==> src/rtl/line_buf_pkg.sv <==
// line_buf_pkg: shared FSM state types and width helpers for the line bank scheduler.
package line_buf_pkg;
    typedef enum logic [1:0] {W_IDLE, W_FILL, W_DROP} wstate_e;
    typedef enum logic {R_IDLE, R_READ} rstate_e;
    function automatic int addr_w(input int n);
        return (n < 2) ? 1 : $clog2(n);
    endfunction
    function automatic int bank_w(input int n);
        return (n < 2) ? 1 : $clog2(n);
    endfunction
    function automatic int len_w(input int n);
        return $clog2(n + 1);
    endfunction
endpackage

==> src/rtl/line_bank_tracker.sv <==
// line_bank_tracker: full mask, stored line lengths and FIFO write/read bank pointers.
module line_bank_tracker
    import line_buf_pkg::*;
#(
    parameter int BANKS = 2,
    parameter int BW    = 1,
    parameter int LW    = 11
) (
    input  logic          clk,
    input  logic          rstn,
    input  logic          i_commit,
    input  logic [LW-1:0] i_len,
    input  logic          i_release,
    output logic          o_can_write,
    output logic          o_line_rdy,
    output logic [BW-1:0] o_wr_ptr,
    output logic [BW-1:0] o_rd_ptr,
    output logic [LW-1:0] o_rd_len
);
    logic [BANKS-1:0] r_full;
    logic [LW-1:0]    r_len [BANKS];
    logic [BW-1:0]    r_wr_ptr, r_rd_ptr;
    logic [BANKS-1:0] w_set, w_clr;
    logic [BW-1:0]    w_wr_next, w_rd_next;

    assign w_set     = i_commit  ? (BANKS'(1) << r_wr_ptr) : '0;
    assign w_clr     = i_release ? (BANKS'(1) << r_rd_ptr) : '0;
    assign w_wr_next = (r_wr_ptr == BW'(BANKS - 1)) ? '0 : r_wr_ptr + 1'b1;
    assign w_rd_next = (r_rd_ptr == BW'(BANKS - 1)) ? '0 : r_rd_ptr + 1'b1;

    // Commit and release always target different banks, so set and clear compose freely.
    always_ff @(posedge clk or negedge rstn) begin
        if (!rstn) begin
            r_full   <= '0;
            r_wr_ptr <= '0;
            r_rd_ptr <= '0;
            for (int b = 0; b < BANKS; b++) r_len[b] <= '0;
        end else begin
            r_full <= (r_full | w_set) & ~w_clr;
            if (i_commit) begin
                r_len[r_wr_ptr] <= i_len;
                r_wr_ptr        <= w_wr_next;
            end
            if (i_release) r_rd_ptr <= w_rd_next;
        end
    end

    assign o_can_write = ~r_full[r_wr_ptr];
    assign o_line_rdy  = |r_full;
    assign o_wr_ptr    = r_wr_ptr;
    assign o_rd_ptr    = r_rd_ptr;
    assign o_rd_len    = r_len[r_rd_ptr];
endmodule

==> src/rtl/line_bank_ctrl.sv <==
// line_bank_ctrl: ping-pong line RAM scheduler between a pixel stream writer and a line reader.
module line_bank_ctrl
    import line_buf_pkg::*;
#(
    parameter int NUM   = 1280,
    parameter int BANKS = 2,
    localparam int AW   = addr_w(NUM),
    localparam int BW   = bank_w(BANKS),
    localparam int LW   = len_w(NUM)
) (
    input  logic          clk,
    input  logic          rstn,
    input  logic          i_in_de,
    output logic          o_wr_en,
    output logic [BW-1:0] o_wr_bank,
    output logic [AW-1:0] o_wr_addr,
    input  logic          i_rd_start,
    output logic          o_rd_en,
    output logic [BW-1:0] o_rd_bank,
    output logic [AW-1:0] o_rd_addr,
    output logic          o_rd_last,
    output logic          o_line_rdy,
    output logic          o_drop,
    output logic          o_trunc
);
    wstate_e       r_ws, w_ws_nx;
    rstate_e       r_rs, w_rs_nx;
    logic          r_de_d, r_ovf;
    logic [LW-1:0] r_wcnt;
    logic [AW-1:0] r_raddr;
    logic          w_rise, w_room, w_can_write, w_line_rdy, w_commit, w_rd_last;
    logic          w_wr_en, w_drop, w_trunc;
    logic [BW-1:0] w_wr_ptr, w_rd_ptr;
    logic [LW-1:0] w_rd_len;

    line_bank_tracker #(.BANKS(BANKS), .BW(BW), .LW(LW)) u_trk (
        .clk         (clk),
        .rstn        (rstn),
        .i_commit    (w_commit),
        .i_len       (r_wcnt),
        .i_release   (w_rd_last),
        .o_can_write (w_can_write),
        .o_line_rdy  (w_line_rdy),
        .o_wr_ptr    (w_wr_ptr),
        .o_rd_ptr    (w_rd_ptr),
        .o_rd_len    (w_rd_len)
    );

    // The first pixel is written combinationally, so the edge detect is masked during reset.
    assign w_rise    = rstn & i_in_de & ~r_de_d;
    assign w_room    = r_wcnt < LW'(NUM);
    assign w_rd_last = (r_rs == R_READ) && (LW'(r_raddr) + LW'(1) == w_rd_len);

    always_comb begin
        w_ws_nx  = r_ws;
        w_rs_nx  = r_rs;
        w_wr_en  = 1'b0;
        w_drop   = 1'b0;
        w_trunc  = 1'b0;
        w_commit = 1'b0;
        case (r_ws)
            W_IDLE: if (w_rise) begin
                w_ws_nx = w_can_write ? W_FILL : W_DROP;
                w_wr_en = w_can_write;
                w_drop  = ~w_can_write;
            end
            W_FILL: if (!i_in_de) begin
                w_commit = 1'b1;
                w_ws_nx  = W_IDLE;
            end else begin
                w_wr_en = w_room;
                w_trunc = ~w_room & ~r_ovf;
            end
            W_DROP:  w_ws_nx = i_in_de ? W_DROP : W_IDLE;
            default: w_ws_nx = W_IDLE;
        endcase
        case (r_rs)
            R_IDLE:  w_rs_nx = (i_rd_start && w_line_rdy) ? R_READ : R_IDLE;
            R_READ:  w_rs_nx = w_rd_last ? R_IDLE : R_READ;
            default: w_rs_nx = R_IDLE;
        endcase
    end

    always_ff @(posedge clk or negedge rstn) begin
        if (!rstn) begin
            r_ws    <= W_IDLE;
            r_rs    <= R_IDLE;
            r_de_d  <= 1'b0;
            r_ovf   <= 1'b0;
            r_wcnt  <= '0;
            r_raddr <= '0;
        end else begin
            r_ws    <= w_ws_nx;
            r_rs    <= w_rs_nx;
            r_de_d  <= i_in_de;
            r_ovf   <= w_commit ? 1'b0 : (r_ovf | w_trunc);
            r_wcnt  <= w_commit ? '0 : (w_wr_en ? r_wcnt + 1'b1 : r_wcnt);
            r_raddr <= (r_rs == R_READ && !w_rd_last) ? r_raddr + 1'b1 : '0;
        end
    end

    assign o_wr_en    = w_wr_en;
    assign o_wr_bank  = w_wr_ptr;
    assign o_wr_addr  = w_wr_en ? r_wcnt[AW-1:0] : '0;
    assign o_rd_en    = (r_rs == R_READ);
    assign o_rd_bank  = w_rd_ptr;
    assign o_rd_addr  = r_raddr;
    assign o_rd_last  = w_rd_last;
    assign o_line_rdy = w_line_rdy;
    assign o_drop     = w_drop;
    assign o_trunc    = w_trunc;
endmodule

==> config.mk <==
export PLATFORM = sky130hd
export DESIGN_NAME = line_bank_ctrl
export DESIGN_NICKNAME = d
export VERILOG_FILES = /design/src/rtl/line_buf_pkg.sv /design/src/rtl/line_bank_tracker.sv /design/src/rtl/line_bank_ctrl.sv
export SDC_FILE = /design/constraint.sdc
export NUM_CORES = 1
export LEC_CHECK = 0
export ABC_CLOCK_PERIOD_IN_PS = 4000
export BUFFER_PORTS_ARGS = -buffer_cell sky130_fd_sc_hd__buf_2
export CORE_MARGIN = 5
export CORE_UTILIZATION = 62
export DETAILED_ROUTE_END_ITERATION = 8
export GPL_ROUTABILITY_DRIVEN = 0
export PLACE_DENSITY = 0.88
export SYNTH_ARGS = -nofsm -noshare
export SYNTH_HDL_FRONTEND = slang
export SYNTH_SLANG_ARGS = --single-unit
==> constraint.sdc <==
create_clock -name clk -period 4 [get_ports clk]
set_clock_uncertainty 0.1 [all_clocks]
set_input_delay 0.2 -clock clk [delete_from_list [all_inputs] [get_ports clk]]
set_output_delay 0.2 -clock clk [all_outputs]
set_load 0.02 [all_outputs]
Word level (Yosys, flattened, before mapping):

Cells that the tools add are included.

* flip-flop bits (word level): 53
* bits in latches: 0
* memory bits (writable): 0
* bits in read-only memories: 0
* input port bits: 4
* output and inout port bits: 30
* logic and storage cells: 84
* memories: 0

* add/sub/neg operators: 4
* $mul: 0
* divide/modulo/power cells: 0
* $lt $le $gt $ge: 5
* eq/ne operators: 5
* shifts and indexed selects: 2
* muxes and demuxes: 34
* bitwise logic cells: 14
* reductions and logical operators: 9

Operators with widths (number)
* $mux 11: 8
* $add 11x1->11 const B: 2
* $bwmux 22: 1
* $mux 1: 15
* $mux 2: 6
* $demux 11 s1: 1
* $eq 11x11->1: 1
* $lt 11x11->1 const B: 1
* $pmux 2 s3: 1
* $not 1->1: 5
* $ge 2x2->1 const B: 2
* $logic_and 1x1->1: 4
* $ne 2x2->1 const B: 2
* $not 1->2: 2
* $pmux 1 s2: 2
* $shl 1x1->2 const A: 2
* $and 1x1->1: 3
* $add 1x1->1 const B: 2
* $and 2x2->2: 1
* $eq 2x1->1 const B: 1
* $eq 2x2->1 const B: 1
* $logic_not 2->1: 1
* $lt 1x2->1 const B: 1
* $lt 2x1->1 const B: 1
* other kinds (7): 7

Depth between registers and ports, before layout:

Gate-level depths: netlist (run 1).

* depth in word-level cells: 9
* depth in mapped cells: 9
* mapped depth without buffers: 7

Cells and area by module:

From an unflattened synthesis (run 1), not the netlist that was laid out.

* cells, all modules: 257
* area, all modules: 2890.3 um^2

Modules (own cells, without submodules)
* line_bank_ctrl: instances 1, cells each 185, area each 1734.2 um^2, sequential area each 675.6 um^2
* line_bank_tracker: instances 1, cells each 72, area each 1156.1 um^2, sequential area each 650.6 um^2

Worst setup path before layout (run 1):

No wires, ideal clock.

* path kind: reg2out
* start: register u_trk.r_wr_ptr (netlist: u_trk.o_wr_ptr)
* end: output o_wr_addr[0]
* arrival: 2142 ps
* required time: 3700 ps
* slack: 1558 ps
* stages on the path, launching flop included: 6
* cells stage by stage: dfrtp_1 > mux2_2 > o32a_1 > nor2_1 > clkbuf_1 > and2_1

* word-level cells in the longest chain between the ends: 6

Ends and longest elaborated chain
* start: declaration: RTL line line_bank_tracker.sv:22 `logic [BW-1:0] r_wr_ptr, r_rd_ptr;`
* start signal: assignment: RTL line line_bank_tracker.sv:42 `r_wr_ptr <= w_wr_next;`
* $mux 1 (implied by the code) (2 in a row): RTL line line_bank_tracker.sv:48 `assign o_can_write = ~r_full[r_wr_ptr];`
* $not 1->1: RTL line line_bank_tracker.sv:48
* $mux 1: RTL line line_bank_ctrl.sv:62 `W_IDLE: if (w_rise) begin`
* $pmux 1 s2: RTL line line_bank_ctrl.sv:61 `case (r_ws)`
* named net o_wr_en: RTL line line_bank_ctrl.sv:14 `output logic o_wr_en,`
* $mux 11: RTL line line_bank_ctrl.sv:104 `assign o_wr_addr = w_wr_en ? r_wcnt[AW-1:0] : '0;`
* end: declaration: RTL line line_bank_ctrl.sv:16 `output logic [AW-1:0] o_wr_addr,`

The timed path passes the listed nets, and every way through them passes these cells. The select of a mux whose other input is x is not followed.

Worst setup path in the final report (run 1):

* start: register u_trk.r_rd_ptr (netlist: u_trk.o_rd_ptr)
* end: output o_rd_last

* word-level cells in the longest chain between the ends: 6

Ends and longest elaborated chain
* start: declaration: RTL line line_bank_tracker.sv:22
* start signal: assignment: RTL line line_bank_tracker.sv:44 `if (i_release) r_rd_ptr <= w_rd_next;`
* $not 1->2 (implied by the code): RTL line line_bank_tracker.sv:52 `assign o_rd_len = r_len[r_rd_ptr];`
* $mux 11 (implied by the code) (3 in a row): RTL line line_bank_tracker.sv:52
* $eq 11x11->1: RTL line line_bank_ctrl.sv:52 `assign w_rd_last = (r_rs == R_READ) && (LW'(r_raddr) + LW'(1) == w_rd_len);`
* $logic_and 1x1->1: RTL line line_bank_ctrl.sv:52
* end: declaration: RTL line line_bank_ctrl.sv:21 `output logic o_rd_last,`

Every way passes these cells. The select of a mux whose other input is x is not followed.

==> flow_metrics.py, run 1 <==
metrics = {
    "pwr": {
        "p_sw_share_pct": 35.5,
        "clkPwrFrac_pct": 23.5,
        "vdd_ir_drop_max_uv": 363,
        "pwr-share-seq_pct": 46.0,
        "powerDensity_nw_per_um2": 519,
        "combPwrFrac_pct": 30.5,
        "intPower_w": 0.00104,
        "p_leak_nw": 1.52,
        "p_sw_w": 0.000572,
    },
    "sta": {
        "setup_viol": 0,
        "grt_setup_unrepaired": "false",
        "fin_ws_ps": 815,
        "slew_headroom_pct": 29.0,
        "tns_ps": 0,
        "finalHoldViolCount": 0,
        "min_period_over_period_pct": 79.6,
        "timing.hold.ws_ps": 19.3,
        "clock.fmax_ghz": 0.314,
        "tightest_slew_ps": 1060,
        "fin_crit_ps": 3180,
        "maxSlewViolCount": 0,
    },
    "routing": {
        "dr.pass1.iters": 4,
        "routed_wl_um": 5580,
        "vias_per_cell": 5.66,
        "drc": 0,
        "drtIter0Drc": 138,
        "ant_nets": 0,
        "wire_per_inst_um": 16.9,
        "vias": 1875,
    },
    "clock_tree": {
        "numCtsBuffers": 5,
        "cts.clk_slew.worst_paths_ps": 90,
        "root_buffer": "clkbuf_8",
        "cts_resized": 0,
        "cts_buffer_depth": 2,
        "h-tree-depth": 2,
        "clock_sinks": 53,
        "cts_tree": "yes",
        "clock_latency_ps": 310,
    },
    "setup_path": {
        "cp-start-kind": "flip-flop",
        "crit_fanout": 15,
        "worst_ep_arrival_time_ps": 2880,
        "cp.required_ps": 3700,
        "cp-end-kind": "output port",
        "path_class": "reg2out",
    },
    "global_routing": {
        "first_global_vias": 1929,
        "overflow": 0,
        "track_usage_pct": 20.3,
        "antenna_found_initial": 0,
        "grt_max_degree": 54,
        "grt_first_pass_wirelength_um": 9710,
    },
    "synth": {
        "synth.most_common_cell": "dfrtp_1",
        "syn_area_per_cell_um2": 11.4,
        "ys_ff_latch": 53,
        "yosysTopAreaCellShare_pct": 47.5,
        "synth_area_um2": 2790,
        "synth_warnings": 0,
        "yosys.area.top_type": "dfrtp_1",
        "synth_common_cells": "dfrtp_1, nor2_1, mux2_2",
        "synthDistinctLibCells": 43,
        "yosysSeqAreaShare_pct": 47.5,
        "synth_area_leaders": "dfrtp_1, mux2_2, xor2_1, xnor2_1, nor2_1",
        "syn_inst": 245,
        "async_flop_share_pct": 100,
        "synth_enable_flop_cells": 0,
        "synth_ff_type": "dfrtp_1",
        "syn_nets": 251,
    },
    "worst_hold_path": {
        "min_path_type": "in2reg",
    },
    "layout": {
        "drive_gt1_share_pct": 27.6,
        "fin_nets": 284,
        "antenna_cells": 0,
        "syn_to_final_growth_pct": 11.0,
        "fillerInstances": 322,
    },
    "placed_design": {
        "dp_slack_ps": 1230,
        "io_buffers": 33,
        "hpwl_um": 3790,
    },
    "die": {
        "core_um2": 4350,
        "fp-row-count": 24,
        "io_pins": 34,
        "start_util_pct": 64.2,
        "fp.dieH_um": 77.1,
        "dieWidth_um": 77.1,
        "die-area_um2": 5950,
    },
    "job": {
        "max_cap_viol_count": 0,
    },
    "status": {
        "status": "completed",
    },
}
[placed cells by master, fill, tap and decap left out, types with 3 or more instances in the layout]
cell,count
xnor2_1,14
dfrtp_1,53
nand4_1,8
clkbuf_8,6
nor2_1,27
xor2_1,16
nor2b_1,3
a21oi_1,3
xnor3_1,3
mux2i_1,7
nand2_1,10
nor3_1,4
and3_1,6
and2_1,15
mux2_2,25
nand3_1,11
buf_2,33
[repair_timing]
item                      in CTS  in global routing
hold buffers                   2                  0
hold endpoints to repair      54                  0
buffers inserted               0                  0
[through the flow]
step	cells	instance area, µm²	util [%]	total power, W
finish	331	3100	71.2	0.00161
global route	331	3100	71.2	0.00171
CTS	331	3100	71.2	0.00162
detailed placement	321	2960	68.0	0.00124
global placement	321	2960	68.0	0.00122
floorplan	245	2790	-	0.00114
[routing by layer]
metal / vias up / global-route usage [%] / routed length [µm]
met5: - / 0 / 0
met4: 0 / 7.39 / 144
met3: 12 / 4.45 / 222
met2: 46 / 30.5 / 2620
met1: 910 / 28.8 / 2600
li1: 907 / - / -
[logic make-up (layout without fill, tap and decap cells)]
group | Yosys count | in the layout | synth area share (%)
simple gates | 94 | 94 | 18.4
flops | 53 | 53 | 47.5
mux | 34 | 34 | 13.9
xor+xnor | 33 | 33 | 11.8
compound gates | 16 | 16 | 4.48
buf+inv | 13 | 47 | 3.05
fa+ha+maj | 2 | 2 | 0.896
[registers in the layout, indices dropped and copies added, names as in the netlist]
signal,flops
r_wcnt,11
u_trk.r_len,22
r_ovf,1
o_rd_en,1
u_trk.r_full,2
o_rd_addr,11
r_de_d,1
u_trk.o_wr_ptr,1
u_trk.o_rd_ptr,1
r_ws,2
[final timing paths]
check / startpoint / slack (ps) / end / depth (start not counted)
hold / removal: i_rd_start / 20 / o_rd_en / 3
min in group asynchronous: rstn / 490 / r_wcnt[6] / 3
setup / recovery: u_trk.o_rd_ptr / 820 / o_rd_last / 7
max in group asynchronous: rstn / 2880 / o_rd_addr[10] / 3
hold reg to reg: u_trk.r_len[16] / 410 / u_trk.r_len[16] / 1
setup reg to reg: u_trk.o_rd_ptr / 1180 / o_rd_en / 6
[critical path: stages, from the launching register on]
cell,delay [ps]
dfrtp_1,880
mux2i_4,410
o22ai_1,160
or3_4,410
a211oi_4,290
nand4_1,190
inv_1,80
buf_2,160
[power groups by stage]
| stage | Combinational (W) | Sequential, W | Clock (W) |
|---|---|---|---|
| global route | 0.000540 | 0.000753 | 0.000413 |
| global placement | 0.000482 | 0.000743 | 0 |
| finish | 0.000492 | 0.000741 | 0.000379 |
| floorplan | 0.000424 | 0.000715 | 0 |
| CTS | 0.000497 | 0.000738 | 0.000387 |
| detailed placement | 0.000489 | 0.000748 | 0 |
[layout make-up]
type                    count  area (µm²)  share of cell area, %
flip-flops and latches     53        1330                   42.8
repair buffers             37         200                   6.45
clock buffers               6        82.6                   2.66
clock inverters             2        37.5                   1.21
inverters                   2        7.51                  0.242
well taps                  52        65.1                   2.10
multi-input cells         179        1380                   44.6
No activity file was read; power rests on OpenSTA's default activity.
==> inputs of run 2 (changes only) <==
--- a/config.mk
+++ b/config.mk
@@ -5,13 +5,13 @@
 export SDC_FILE = /design/constraint.sdc
 export NUM_CORES = 1
 export LEC_CHECK = 0
-export ABC_CLOCK_PERIOD_IN_PS = 4000
+export ABC_CLOCK_PERIOD_IN_PS = 2790
 export BUFFER_PORTS_ARGS = -buffer_cell sky130_fd_sc_hd__buf_2
 export CORE_MARGIN = 5
-export CORE_UTILIZATION = 62
+export CORE_UTILIZATION = 52
 export DETAILED_ROUTE_END_ITERATION = 8
 export GPL_ROUTABILITY_DRIVEN = 0
-export PLACE_DENSITY = 0.88
+export PLACE_DENSITY = 0.79
 export SYNTH_ARGS = -nofsm -noshare
 export SYNTH_HDL_FRONTEND = slang
 export SYNTH_SLANG_ARGS = --single-unit
==> constraint.sdc (replaced) <==
create_clock -name clk -period 2.79 [get_ports clk]
set_clock_uncertainty 0.1 [all_clocks]
set_input_delay 0.1395 -clock clk [delete_from_list [all_inputs] [get_ports clk]]
set_output_delay 0.1395 -clock clk [all_outputs]
set_load 0.02 [all_outputs]
==> run 2 against run 1 <==
Effect of this change:
- flip-flop and latch count stayed put
- combinational power is 58% higher
- cell count is 6.9% higher
- non-clock buffer count is 5 higher
- total power is 37% higher
- utilization is 10 points lower
- global-route usage is 2.9 points lower
- worst hold slack better by 390 ps
- critical path type unchanged
==> flow_metrics.py, run 2 (same netlist as run 1, synthesis figures left out) <==
metrics = {
    "sta": {
        "tns_ps": 0,
        "setup_viol": 0,
        "grt_setup_unrepaired": "false",
        "min_period_over_period_pct": 93.8,
        "tightest_slew_ps": 652,
        "maxSlewViolCount": 0,
        "slew_headroom_pct": 56.6,
        "fin_crit_ps": 2620,
        "clock.fmax_ghz": 0.382,
        "finalHoldViolCount": 0,
    },
    "pwr": {
        "vdd_ir_drop_max_uv": 436,
        "powerDensity_nw_per_um2": 701,
        "p_leak_nw": 1.52,
        "p_sw_w": 0.000800,
        "pwr-share-seq_pct": 46.3,
        "p_sw_share_pct": 36.3,
        "intPower_w": 0.00140,
        "combPwrFrac_pct": 35.2,
        "clkPwrFrac_pct": 18.4,
    },
    "global_routing": {
        "grt_max_degree": 54,
        "track_usage_pct": 17.4,
        "overflow": 0,
        "grt_first_pass_wirelength_um": 9750,
        "antenna_found_initial": 0,
        "first_global_vias": 1975,
    },
    "routing": {
        "vias": 1878,
        "drc": 0,
        "dr.pass1.iters": 4,
        "drtIter0Drc": 178,
        "ant_nets": 0,
        "routed_wl_um": 5580,
        "vias_per_cell": 5.31,
        "wire_per_inst_um": 15.8,
    },
    "clock_tree": {
        "numCtsBuffers": 5,
        "root_buffer": "clkbuf_8",
        "h-tree-depth": 2,
        "cts_buffer_depth": 2,
        "clock_latency_ps": 300,
        "clock_sinks": 53,
        "cts.clk_slew.worst_paths_ps": 90,
        "cts_tree": "yes",
    },
    "setup_path": {
        "path_class": "reg2out",
        "worst_ep_arrival_time_ps": 2380,
        "path_cells": "and3_1 -> o22ai_1 -> or3_4 -> a211oi_4 -> nand4_1 -> inv_1 -> buf_2",
        "cp-end-kind": "output port",
        "crit_path_end": "o_rd_last",
        "r2r-end": "u_trk.r_full[0]",
        "cp.required_ps": 2550,
        "cp_slowest_stage_delay_ps": 500,
        "crit_fanout": 9,
        "rrSetupSlack_ps": 450,
        "reg2reg_depth": 6,
        "crit_start": "o_rd_addr[2]",
        "critPathSlowestCell": "dfrtp_1",
        "cp-start-kind": "flip-flop",
        "rr_startpoint": "o_rd_addr[2]",
    },
    "layout": {
        "largest_register": "u_trk.r_len",
        "antenna_cells": 0,
        "layout_common_cells": "dfrtp_1, buf_2, nor2_1",
        "fin_nets": 289,
        "layout_commonest_cell": "dfrtp_1",
        "layoutNonFillerInstCount": 354,
        "syn_to_final_growth_pct": 12.5,
        "largest_reg_flops": 22,
        "drive_gt1_share_pct": 29.9,
    },
    "worst_hold_path": {
        "min_path_type": "in2async",
    },
    "die": {
        "core_um2": 5170,
        "dieWidth_um": 83.3,
        "fp.dieH_um": 83.3,
        "io_pins": 34,
        "start_util_pct": 54.0,
        "die-area_um2": 6940,
        "fp-row-count": 26,
    },
    "placed_design": {
        "io_buffers": 33,
        "hpwl_um": 3990,
        "dp.cells": 342,
    },
    "job": {
        "max_cap_viol_count": 0,
    },
    "status": {
        "status": "completed",
    },
}
## run 2: cell count changes in the layout (fill, tap and decap cells not counted)
| cell | change |
|---|---|
| dlygate4sd3_1 | +1 |
| buf_4 | +4 |
| dfrtp_2 | +3 |
| bufinv_16 | -1 |
| clkbuf_8 | -1 |
| ha_1 | -1 |
| ha_2 | +1 |
| clkinvlp_4 | -1 |
| nor3_1 | -2 |
| clkbuf_1 | +3 |
| dfrtp_1 | -3 |
| nor3_2 | +2 |
| nor2_1 | -1 |
| nor2_2 | +1 |
## run 2: timing repair
item | in CTS | in global routing
buffers inserted | 0 | 1
setup endpoints to repair | 0 | 1
gates resized for setup | 0 | 7
hold endpoints to repair | 55 | 0
hold buffers | 3 | 0
## run 2: how the worst min path moves through the flow
stage | end | slack, ps | cells after the start
floorplan | o_rd_addr[0] | -260 | 0
global placement | r_de_d | 210 | 2
detailed placement | r_ovf | 210 | 2
CTS | r_ovf | 420 | 3
global route | u_trk.r_len[21] | 440 | 1
finish | u_trk.r_len[19] | 410 | 3
## run 2: metrics by stage
step / utilization, % / hold WS [ps] / cell area [µm²] / worst slack, ps / total power [W]
floorplan: - / -256 / 2790 / 409 / 0.00163
global route: 60.8 / 436 / 3140 / 14.9 / 0.00235
finish: 60.8 / 408 / 3140 / 172 / 0.00220
CTS: 60.3 / 415 / 3120 / 29.4 / 0.00221
detailed placement: 58.1 / 210 / 3010 / 329 / 0.00180
global placement: 58.1 / 209 / 3010 / 399 / 0.00178
## run 2: area by class of cell
class,instances,area [µm²]
clock buffer,8,80.1
fill,411,2030
inverter,2,7.51
multi-input combinational,179,1400
sequential,53,1330
tap,70,87.6
timing repair buffer,42,240
## run 2: critical path, delay by kind of cell, from the launching register on
kind / cells / cell delay (ps)
buffers and inverters: 2 / 240
AO/OA/AOI/OAI: 2 / 420
flip-flops: 1 / 500
AND/OR/NAND/NOR: 3 / 910
## run 2: power groups by stage
stage          Combinational [W]  Sequential, W  Clock (W)
5_1_grt                 0.000854        0.00105   0.000454
4_1_cts                 0.000759        0.00103   0.000423
2_1_floorplan           0.000608        0.00102          0
6_report                0.000777        0.00102   0.000406
3_5_place_dp            0.000752        0.00105          0
3_3_place_gp            0.000747        0.00104          0
## run 2: metal layers
layer / global-route usage, % / wire length, µm / up-vias
li1: - / - / 920
met4: 5.50 / 80 / 0
met1: 22.7 / 2520 / 918
met5: 0 / 0 / -
met2: 29.2 / 2830 / 33
met3: 3.27 / 151 / 7
==> inputs of run 3 (changes only) <==
--- a/config.mk
+++ b/config.mk
@@ -12,6 +12,7 @@
 export DETAILED_ROUTE_END_ITERATION = 8
 export GPL_ROUTABILITY_DRIVEN = 0
 export PLACE_DENSITY = 0.79
+export REMOVE_ABC_BUFFERS = 1
 export SYNTH_ARGS = -nofsm -noshare
 export SYNTH_HDL_FRONTEND = slang
 export SYNTH_SLANG_ARGS = --single-unit
==> run 3 against run 2 <==
Effect of this change:
- count of clock-buffer cells in the layout down 3
- sequential power hardly changed
- die area is the same
- global-route usage down 0.40 points
- sequential share of layout area down 0.66 points
- flip-flop and latch count is the same
- critical path depth unchanged
- first-iteration DRC count rose by 37%
- wire length decreased by 0.99%
- critical path type unchanged
==> flow_metrics.py, run 3 (same netlist as run 1, synthesis figures left out) <==
metrics = {
    "clock_tree": {
        "cts.clk_slew.worst_paths_ps": 90,
        "numCtsBuffers": 5,
        "root_buffer": "clkbuf_8",
        "cts_buffer_depth": 2,
        "clock_latency_ps": 310,
        "cts_tree": "yes",
        "h-tree-depth": 2,
        "clock_sinks": 53,
    },
    "sta": {
        "clock.fmax_ghz": 0.386,
        "tns_ps": 0,
        "tightest_slew_ps": 661,
        "grt_setup_unrepaired": "false",
        "finalHoldViolCount": 0,
        "setup_viol": 0,
        "slew_headroom_pct": 55.9,
        "maxSlewViolCount": 0,
        "min_period_over_period_pct": 92.9,
        "fin_crit_ps": 2590,
    },
    "global_routing": {
        "grt_first_pass_wirelength_um": 9650,
        "overflow": 0,
        "antenna_found_initial": 0,
        "grt_max_degree": 54,
        "first_global_vias": 1948,
        "track_usage_pct": 17.0,
    },
    "routing": {
        "ant_nets": 0,
        "route.met2.wl_um": 2850,
        "drtIter0Drc": 243,
        "routed_wl_um": 5520,
        "drc": 0,
        "dr.pass1.iters": 4,
        "wire_per_inst_um": 15.5,
        "met3_length_um": 134,
        "wl_met1_um": 2450,
        "topRoutingLayerUsed": "met4",
        "vias_per_cell": 5.32,
        "vias": 1895,
    },
    "pwr": {
        "vdd_ir_drop_max_uv": 441,
        "p_leak_nw": 1.55,
        "powerDensity_nw_per_um2": 727,
        "power_w": 0.00232,
    },
    "placed_design": {
        "dp.cells": 344,
        "io_buffers": 33,
        "hpwl_um": 3970,
    },
    "layout": {
        "layoutNonFillerInstCount": 356,
        "largest_reg_flops": 22,
        "syn_to_final_growth_pct": 14.4,
        "layout_common_cells": "dfrtp_1, buf_2, nor2_1",
        "antenna_cells": 0,
        "largest_register": "u_trk.r_len",
        "drive_gt1_share_pct": 31.8,
        "fin_nets": 292,
        "layout_commonest_cell": "dfrtp_1",
    },
    "worst_hold_path": {
        "min_path_type": "in2async",
    },
    "die": {
        "io_pins": 34,
        "core_um2": 5170,
        "fp.dieH_um": 83.3,
        "start_util_pct": 54.0,
        "die-area_um2": 6940,
        "dieWidth_um": 83.3,
        "fp-row-count": 26,
    },
    "setup_path": {
        "cp.required_ps": 2550,
        "critPathSlowestCell": "dfrtp_2",
        "crit_fanout": 6,
        "cp-start-kind": "flip-flop",
        "worst_ep_arrival_time_ps": 2350,
        "path_cells": "and3_1 -> a22o_1 -> or3_4 -> a211oi_4 -> nand4_1 -> inv_1 -> buf_2",
        "cp-end-kind": "output port",
        "cp_slowest_stage_delay_ps": 460,
        "path_class": "reg2out",
    },
    "job": {
        "max_cap_viol_count": 0,
    },
    "status": {
        "status": "completed",
    },
}
## run 3: cell types whose count changed in the layout (fill, tap and decap cells not counted), sizes merged
| cell | change |
|---|---|
| clkbuf | -3 |
| bufinv | +1 |
| clkinv | +1 |
| buf | +3 |
## run 3: per-stage QoR
step           setup slack, ps  utilization (%)  cell area [µm²]  hold WS (ps)
2_1_floorplan             94.5                -             2720          -256
3_3_place_gp               432             58.4             3020           206
3_5_place_dp               353             58.4             3020           212
4_1_cts                    106             61.0             3160           402
5_1_grt                   14.2             61.8             3200           433
6_report                   197             61.8             3200           410
## run 3: per-layer routing
| layer | global-route usage [%] | up-vias |
|---|---|---|
| met2 | 28.6 | 25 |
| met1 | 21.9 | 940 |
| li1 | - | 924 |
| met5 | 0 | - |
| met4 | 6.39 | 0 |
| met3 | 2.97 | 6 |
## run 3: power by group
group | switching [W] | internal [W] | total, W
sequential | 0.000144 | 0.000889 | 0.00103
clock | 0.000246 | 0.000261 | 0.000507
combinational | 0.000433 | 0.000348 | 0.000782
## run 3: critical path, delay by kind of cell (launching register included)
| kind | cells | cell delay (ps) |
|---|---|---|
| AOI/OAI and AO/OA | 2 | 540 |
| buffers and inverters | 2 | 240 |
| DFF | 1 | 460 |
| and+or+nand+nor | 3 | 800 |
## run 3: path summary, 6_finish.rpt
path	startpoint	endpoint	cells past startpoint	slack [ps]
setup / recovery	o_rd_addr[0]	o_rd_last	7	200
hold / removal	rstn	r_de_d	3	410
setup reg to reg	o_rd_addr[2]	u_trk.r_full[0]	6	510
hold reg to reg	r_ovf	r_ovf	2	410
max in group asynchronous	rstn	o_rd_addr[3]	3	1690
min in group clk	r_ovf	r_ovf	2	410
## run 3: cell type report
| cell class | instances | area [µm²] |
|---|---|---|
| Inverter | 2 | 7.51 |
| Clock inverter | 2 | 35.0 |
| Fill cell | 418 | 1980 |
| Multi-Input combinational cell | 179 | 1400 |
| Clock buffer | 5 | 68.8 |
| Tap cell | 70 | 87.6 |
| Timing Repair Buffer | 45 | 263 |
| Sequential cell | 53 | 1330 |
## run 3: what timing repair did
item / CTS / global route
gates resized for setup: 1 / 7
endpoints found under the hold margin: 55 / 0
gates cloned: 0 / 0
setup endpoints to repair: 1 / 1
pin swaps: 0 / 3
buffers inserted: 0 / 2
hold buffers: 3 / 0
